## config.mk

```make
export PLATFORM = sky130hd
export DESIGN_NAME = pipeline_hazard_controller
export DESIGN_NICKNAME = d
export VERILOG_FILES = /design/src/rtl/pipeline_ctrl_pkg.sv /design/src/rtl/pipeline_hazard_controller_sat_counter.sv /design/src/rtl/pipeline_hazard_controller.sv
export SDC_FILE = /design/constraint.sdc
export NUM_CORES = 1
export LEC_CHECK = 0
export CAP_MARGIN = 15
export CORE_ASPECT_RATIO = 0.8
export CORE_MARGIN = 2
export CORE_UTILIZATION = 48
export DETAILED_ROUTE_END_ITERATION = 16
export PLACE_DENSITY = 0.88
export SETUP_SLACK_MARGIN = 0.4
export SLEW_MARGIN = 20
export SYNTH_ARGS = -nofsm -noshare
export SYNTH_HDL_FRONTEND = slang
export SYNTH_SLANG_ARGS = --single-unit
```

## constraint.sdc

```tcl
create_clock -name clk -period 1.98 [get_ports clk]
set_input_delay 0.198 -clock clk [delete_from_list [all_inputs] [get_ports clk]]
set_output_delay 0.198 -clock clk [all_outputs]
set_load 0.005 [all_outputs]
```

## src/rtl/pipeline_ctrl_pkg.sv

```systemverilog
// Shared definitions for the pipeline hazard controller: the controller state
// encoding and the default index and counter widths.
package pipeline_ctrl_pkg;

  // Default widths. Modules take these as parameter defaults.
  localparam int DEF_REG_W = 5;
  localparam int DEF_CNT_W = 16;

  // Controller states.
  //  RUN         : pipeline advancing normally
  //  FREEZE      : memory hold in progress, no branch is waiting
  //  FREEZE_PEND : memory hold in progress, a taken branch must flush on release
  typedef enum logic [1:0] {
    RUN         = 2'd0,
    FREEZE      = 2'd1,
    FREEZE_PEND = 2'd2
  } ctrl_state_t;

endpackage

```

## src/rtl/pipeline_hazard_controller_sat_counter.sv

```systemverilog
// Saturating up-counter. It counts one per cycle while inc is high and sticks
// at all-ones. clr is synchronous and has priority over inc.
module sat_counter #(
  parameter int WIDTH = 16
) (
  input  logic             clk,
  input  logic             clr,
  input  logic             inc,
  output logic [WIDTH-1:0] count
);

  logic [WIDTH-1:0] count_reg;

  // Count register: clear, or increment unless already saturated.
  always_ff @(posedge clk) begin
    if (clr) begin
      count_reg <= '0;
    end else if (inc && (count_reg != {WIDTH{1'b1}})) begin
      count_reg <= count_reg + WIDTH'(1);
    end
  end

  assign count = count_reg;

endmodule

```

## src/rtl/pipeline_hazard_controller.sv

```systemverilog
// Central hazard control for the 5-stage pipeline. It drives the PC and
// pipeline-register write enables, the bubble-insert flush selects and the PC
// redirect select. It sequences load-use stalls, taken-branch flushes and memory
// freezes. A branch that arrives during a freeze is remembered and flushed on
// release. All controls are combinational from the state and the inputs.
module pipeline_hazard_controller
  import pipeline_ctrl_pkg::*;
#(
  parameter int REG_W   = DEF_REG_W,
  parameter int CNT_W   = DEF_CNT_W,
  parameter int TIMEOUT = 255
) (
  input  logic             clk,
  input  logic             rst,
  input  logic             hold_req,
  input  logic             branch_taken,
  input  logic             idex_memread,
  input  logic [REG_W-1:0] idex_rd,
  input  logic [REG_W-1:0] ifid_rs1,
  input  logic [REG_W-1:0] ifid_rs2,
  input  logic             ifid_use_rs1,
  input  logic             ifid_use_rs2,
  output logic             pc_en,
  output logic             ifid_en,
  output logic             idex_en,
  output logic             exmem_en,
  output logic             memwb_en,
  output logic             ifid_flush,
  output logic             idex_flush,
  output logic             exmem_flush,
  output logic             redirect,
  output logic [CNT_W-1:0] stall_cnt,
  output logic [CNT_W-1:0] flush_cnt,
  output logic             timeout_err
);

  ctrl_state_t state_reg, state_next;
  logic        luh;
  logic        stall_inc;
  logic        flush_inc;

  // Load-use hazard: a load in EX writes a register that ID really reads. x0 never counts.
  assign luh = idex_memread && (idex_rd != '0) &&
               ((ifid_use_rs1 && (ifid_rs1 == idex_rd)) ||
                (ifid_use_rs2 && (ifid_rs2 == idex_rd)));

  // State register. Reset drops any pending flush.
  always_ff @(posedge clk) begin
    if (rst) begin
      state_reg <= RUN;
    end else begin
      state_reg <= state_next;
    end
  end

  // Next state and controls. Priority: reset > freeze > flush > load-use > normal.
  always_comb begin
    state_next  = state_reg;
    pc_en       = 1'b1;
    ifid_en     = 1'b1;
    idex_en     = 1'b1;
    exmem_en    = 1'b1;
    memwb_en    = 1'b1;
    ifid_flush  = 1'b0;
    idex_flush  = 1'b0;
    exmem_flush = 1'b0;
    redirect    = 1'b0;
    stall_inc   = 1'b0;
    flush_inc   = 1'b0;

    if (rst) begin
      // Registers stay enabled so that every stage loads a bubble.
      ifid_flush  = 1'b1;
      idex_flush  = 1'b1;
      exmem_flush = 1'b1;
      state_next  = RUN;
    end else if (hold_req) begin
      // Freeze everything. Remember a taken branch so it flushes on release.
      pc_en    = 1'b0;
      ifid_en  = 1'b0;
      idex_en  = 1'b0;
      exmem_en = 1'b0;
      memwb_en = 1'b0;
      if (branch_taken || (state_reg == FREEZE_PEND)) begin
        state_next = FREEZE_PEND;
      end else begin
        state_next = FREEZE;
      end
    end else begin
      // RUN, or the release cycle of a freeze, which behaves like RUN.
      state_next = RUN;
      if (branch_taken || (state_reg == FREEZE_PEND)) begin
        // The target is still in EX/MEM because that register was frozen.
        // The ID instruction gets squashed, so a load-use hazard does not matter here.
        ifid_flush  = 1'b1;
        idex_flush  = 1'b1;
        exmem_flush = 1'b1;
        redirect    = 1'b1;
        flush_inc   = 1'b1;
      end else if (luh) begin
        // Hold PC and IF/ID for one cycle and put a bubble in EX. The bubble
        // clears idex_memread, so the hazard is gone on the next cycle.
        pc_en      = 1'b0;
        ifid_en    = 1'b0;
        idex_flush = 1'b1;
        stall_inc  = 1'b1;
      end
    end
  end

  sat_counter #(.WIDTH(CNT_W)) u_stall_cnt (
    .clk   (clk),
    .clr   (rst),
    .inc   (stall_inc),
    .count (stall_cnt)
  );

  sat_counter #(.WIDTH(CNT_W)) u_flush_cnt (
    .clk   (clk),
    .clr   (rst),
    .inc   (flush_inc),
    .count (flush_cnt)
  );

  generate
    if (TIMEOUT > 0) begin : g_watchdog
      localparam int FRZ_W = (TIMEOUT > 1) ? $clog2(TIMEOUT + 1) : 1;
      localparam logic [FRZ_W-1:0] FRZ_MAX = FRZ_W'(TIMEOUT);

      logic [FRZ_W-1:0] frz_cnt_reg, frz_cnt_next;
      logic             timeout_err_reg;
      logic             wd_fire;

      // Count consecutive hold cycles, stop at the limit and clear on any free cycle.
      always_comb begin
        frz_cnt_next = '0;
        if (hold_req) begin
          frz_cnt_next = (frz_cnt_reg == FRZ_MAX) ? frz_cnt_reg : frz_cnt_reg + FRZ_W'(1);
        end
      end

      assign wd_fire = hold_req && (frz_cnt_next == FRZ_MAX);

      // Freeze-length counter and sticky timeout flag. The flag only reports; it never ends a freeze.
      always_ff @(posedge clk) begin
        if (rst) begin
          frz_cnt_reg     <= '0;
          timeout_err_reg <= 1'b0;
        end else begin
          frz_cnt_reg <= frz_cnt_next;
          if (wd_fire) begin
            timeout_err_reg <= 1'b1;
          end
        end
      end

      assign timeout_err = timeout_err_reg;
    end else begin : g_no_watchdog
      assign timeout_err = 1'b0;
    end
  endgenerate

endmodule
```

==> reports/metrics.cfg <==
[status]
outcome=finished with violations
violations=negative setup slack

[route]
dr.pass1.iters=5
drc=0
vias=2942
drtIter0Drc=348
drt-total-wl_um=10500
routed_via_density=6.49
wl_per_cell_um=23.3
drt.antenna.violating_nets=0

[placed_design]
dpl-instance-area_mm2=0.00325
port_buffers=63
place.gp.congestion=0.912
hpwl_um=4540

[synthesis]
syn_inst=266
ys_ff_latch=43
syn_nets=291
synth_top_family_by_area=simple AND/OR/NAND/NOR gates
post-synth-top-count-cell=dfxtp_1
synth-main-ff-cell=dfxtp_1
yosys-top-cells-count=dfxtp_1 (43), nor2_1 (40), xnor2_1 (23), nand3_1 (19), nand4_1 (15)
synthMuxAreaShare_pct=1.87
synth_seq_area_share_pct=37.7
yosys.area_share.simple_pct=32.1
yosys_warnings=0
netlist_top_cells_area=dfxtp_1 (38%), xnor2_1 (8.8%), nor2_1 (6.6%), xor2_1 (4.2%), nand3_1 (4.2%)
synth_area_per_cell_um2=8.57
async_reset_ff_share_pct=0
synth_adder_area_share_pct=1.65
synth_edf_count=0
synth_cell_types=50
synth-xor-area-share_pct=13.1
synth_compound_area_share_pct=10.6
syn_area_mm2=0.00228
synth_top_area_share_pct=37.7
synth_area_leader_cell=dfxtp_1

[power]
vdd_ir_drop_max_mv=0.507
cellPowerDensity_mw_per_mm2=470
leakage_nw=1.56

[clock_tree]
insertion_delay_ns=0.31
cts_root_buffer=clkbuf_8
numCtsBuffers=5
ctsHoldBuffers=0
cts.sinks=43
clk_pin_slew_ns=0.10
cts_tree=yes
h-tree-depth=2
cts_buffer_depth=2

[grt]
antenna_found_initial=0
grt_pass1_wl_um=12800
grt.overflow.total=0
first_global_vias=2609
grt_max_degree=18
grt_usage_pct=31.5

[sta]
worst_pin_slew_ns=0.416
clock.fmax_ghz=0.498
post-route-period-util_pct=101
fin_setup_tns_ns=-0.0360
max_slew_margin_pct=72.1
rsz0062_at_grt=true
finalCriticalPeriod_ns=2.01
finalHoldViolations=0
slew_violations=0
holdWs_ns=0.502
worst_clock_skew_ns=0.0179
fin_ws_ns=-0.0290
setup_viol=2

[die]
core_mm2=0.00457
initial_utilization_pct=49.9
die_area_mm2=0.00532
io_pins=64
die_width_um=81.1
rows=22
die_h_um=65.7

[worst_setup_path]
regToRegSetupSlack_ns=-0.03
cp.arrival_ns=2.20
setup.worst_path.start=state_reg[1]
crit_end=u_stall_cnt.count[10]
rr_startpoint=state_reg[1]
crit_family=simple AND/OR/NAND/NOR gates
slowest_delay_ns=0.50
cp-start-kind=flip-flop
worstSetupPathDepth=5
worstPathRequired_ns=2.17
r2r_end=u_stall_cnt.count[10]
crit_chain=nor2b_4, or4_4, nor4b_4, nand3_1, mux2_1
criticalPathCategory=reg2reg
crit_slowest_cell=or4_4
reg2reg_depth=5
worstPathMaxFanout=4
end_kind=flip-flop
crit_buf_inv=0

[cells_and_area]
finalNetCount=417
ff_latch_area_um2=920
fillCellCount=198
multi_input_area_mm2=0.00177
syn2layout_area_growth_pct=77.9
drive_gt1_share_pct=44.8
antennaDiodeCount=0
fin_area_mm2=0.00406

[min_path]
hp-class=in2reg

[job]
max-cap-violations=0

-- metrics by stage --
| step | worst slack (ns) | total power, mW | utilization (%) | instances |
|---|---|---|---|---|
| final | -0.0290 | 1.91 | 88.8 | 453 |
| after floorplan | 0.207 | 0.983 | - | 266 |
| after global routing | -0.0703 | 1.94 | 88.8 | 453 |
| after detailed placement | -0.513 | 1.10 | 71.2 | 411 |
| after CTS | 0.137 | 1.81 | 81.3 | 437 |
| after global placement | -0.450 | 1.10 | 71.2 | 411 |
-- power breakdown --
group / internal, mW / switching (mW)
sequential: 0.858 / 0.00870
combinational: 0.151 / 0.135
clock: 0.409 / 0.343
-- cell usage in the layout (no fill, tap or decap), drive strengths merged, types with 3 or more instances in the layout --
cell           instances
nand2                 14
clkdlybuf4s15          3
nor2                  40
inv                    3
nand4                 16
and3                   5
a311oi                 3
nor2b                  5
dfxtp                 43
or4                    3
o21ai                  8
buf                   76
or3                    3
nand3                 20
xnor2                 23
nor3                   5
dlygate4sd2            9
dlymetal6s2s           3
a21oi                  7
and2                   4
clkbuf                 7
nor4                   8
nand2b                 5
xor2                  11
clkdlybuf4s50         37
a31oi                  3
ha                     3
-- layout make-up --
| class | instances | share of cell area [%] |
|---|---|---|
| Clock inverter | 2 | 0.863 |
| Multi-Input combinational cell | 210 | 43.5 |
| Sequential cell | 43 | 22.7 |
| Tap cell | 60 | 1.85 |
| Inverter | 3 | 0.277 |
| Timing Repair Buffer | 129 | 28.8 |
| Clock buffer | 6 | 2.03 |
-- worst reg2reg max path, cell delays in order (launching register included) --
cell and delay, ns:
dfxtp_2 0.34, nor2b_4 0.14, or4_4 0.50, nor4b_4 0.39, nand3_1 0.18, mux2_1 0.35
-- metal layers --
metal  global-route usage [%]  vias up  wire length, um
met2                     54.0      268             4830
met4                     10.2        0              694
met3                     7.28       76             1050
li1                         -     1213                -
met5                        0        -                0
met1                     38.9     1385             3960
-- worst min path at each step --
| stage | start | end | slack (ns) | cells past startpoint |
|---|---|---|---|---|
| after floorplan | branch_taken | state_reg[0] | 0.28 | 1 |
| after global placement | timeout_err | timeout_err | 0.45 | 2 |
| after detailed placement | timeout_err | timeout_err | 0.48 | 2 |
| after CTS | branch_taken | state_reg[0] | 0.43 | 3 |
| after global routing | branch_taken | state_reg[0] | 0.49 | 3 |
| final | hold_req | timeout_err | 0.50 | 4 |
-- logic make-up (layout without fill, tap and decap cells) --
kind of cell    Yosys count  count (layout)
xor+xnor                 34              34
compound gates           33              33
mux                       4               4
flops                    43              43
simple gates            135             136
fa+ha+maj                 3               3
buf+inv                  14             140
-- what timing repair did --
| action | in CTS | in global routing |
|---|---|---|
| gates resized for setup | 116 | 64 |
| gates cloned | 0 | 1 |
| setup endpoints to repair | 43 | 44 |
| pin swaps | 38 | 38 |
| buffers inserted | 18 | 15 |
Note: power is estimated with default switching activity, not from simulation.
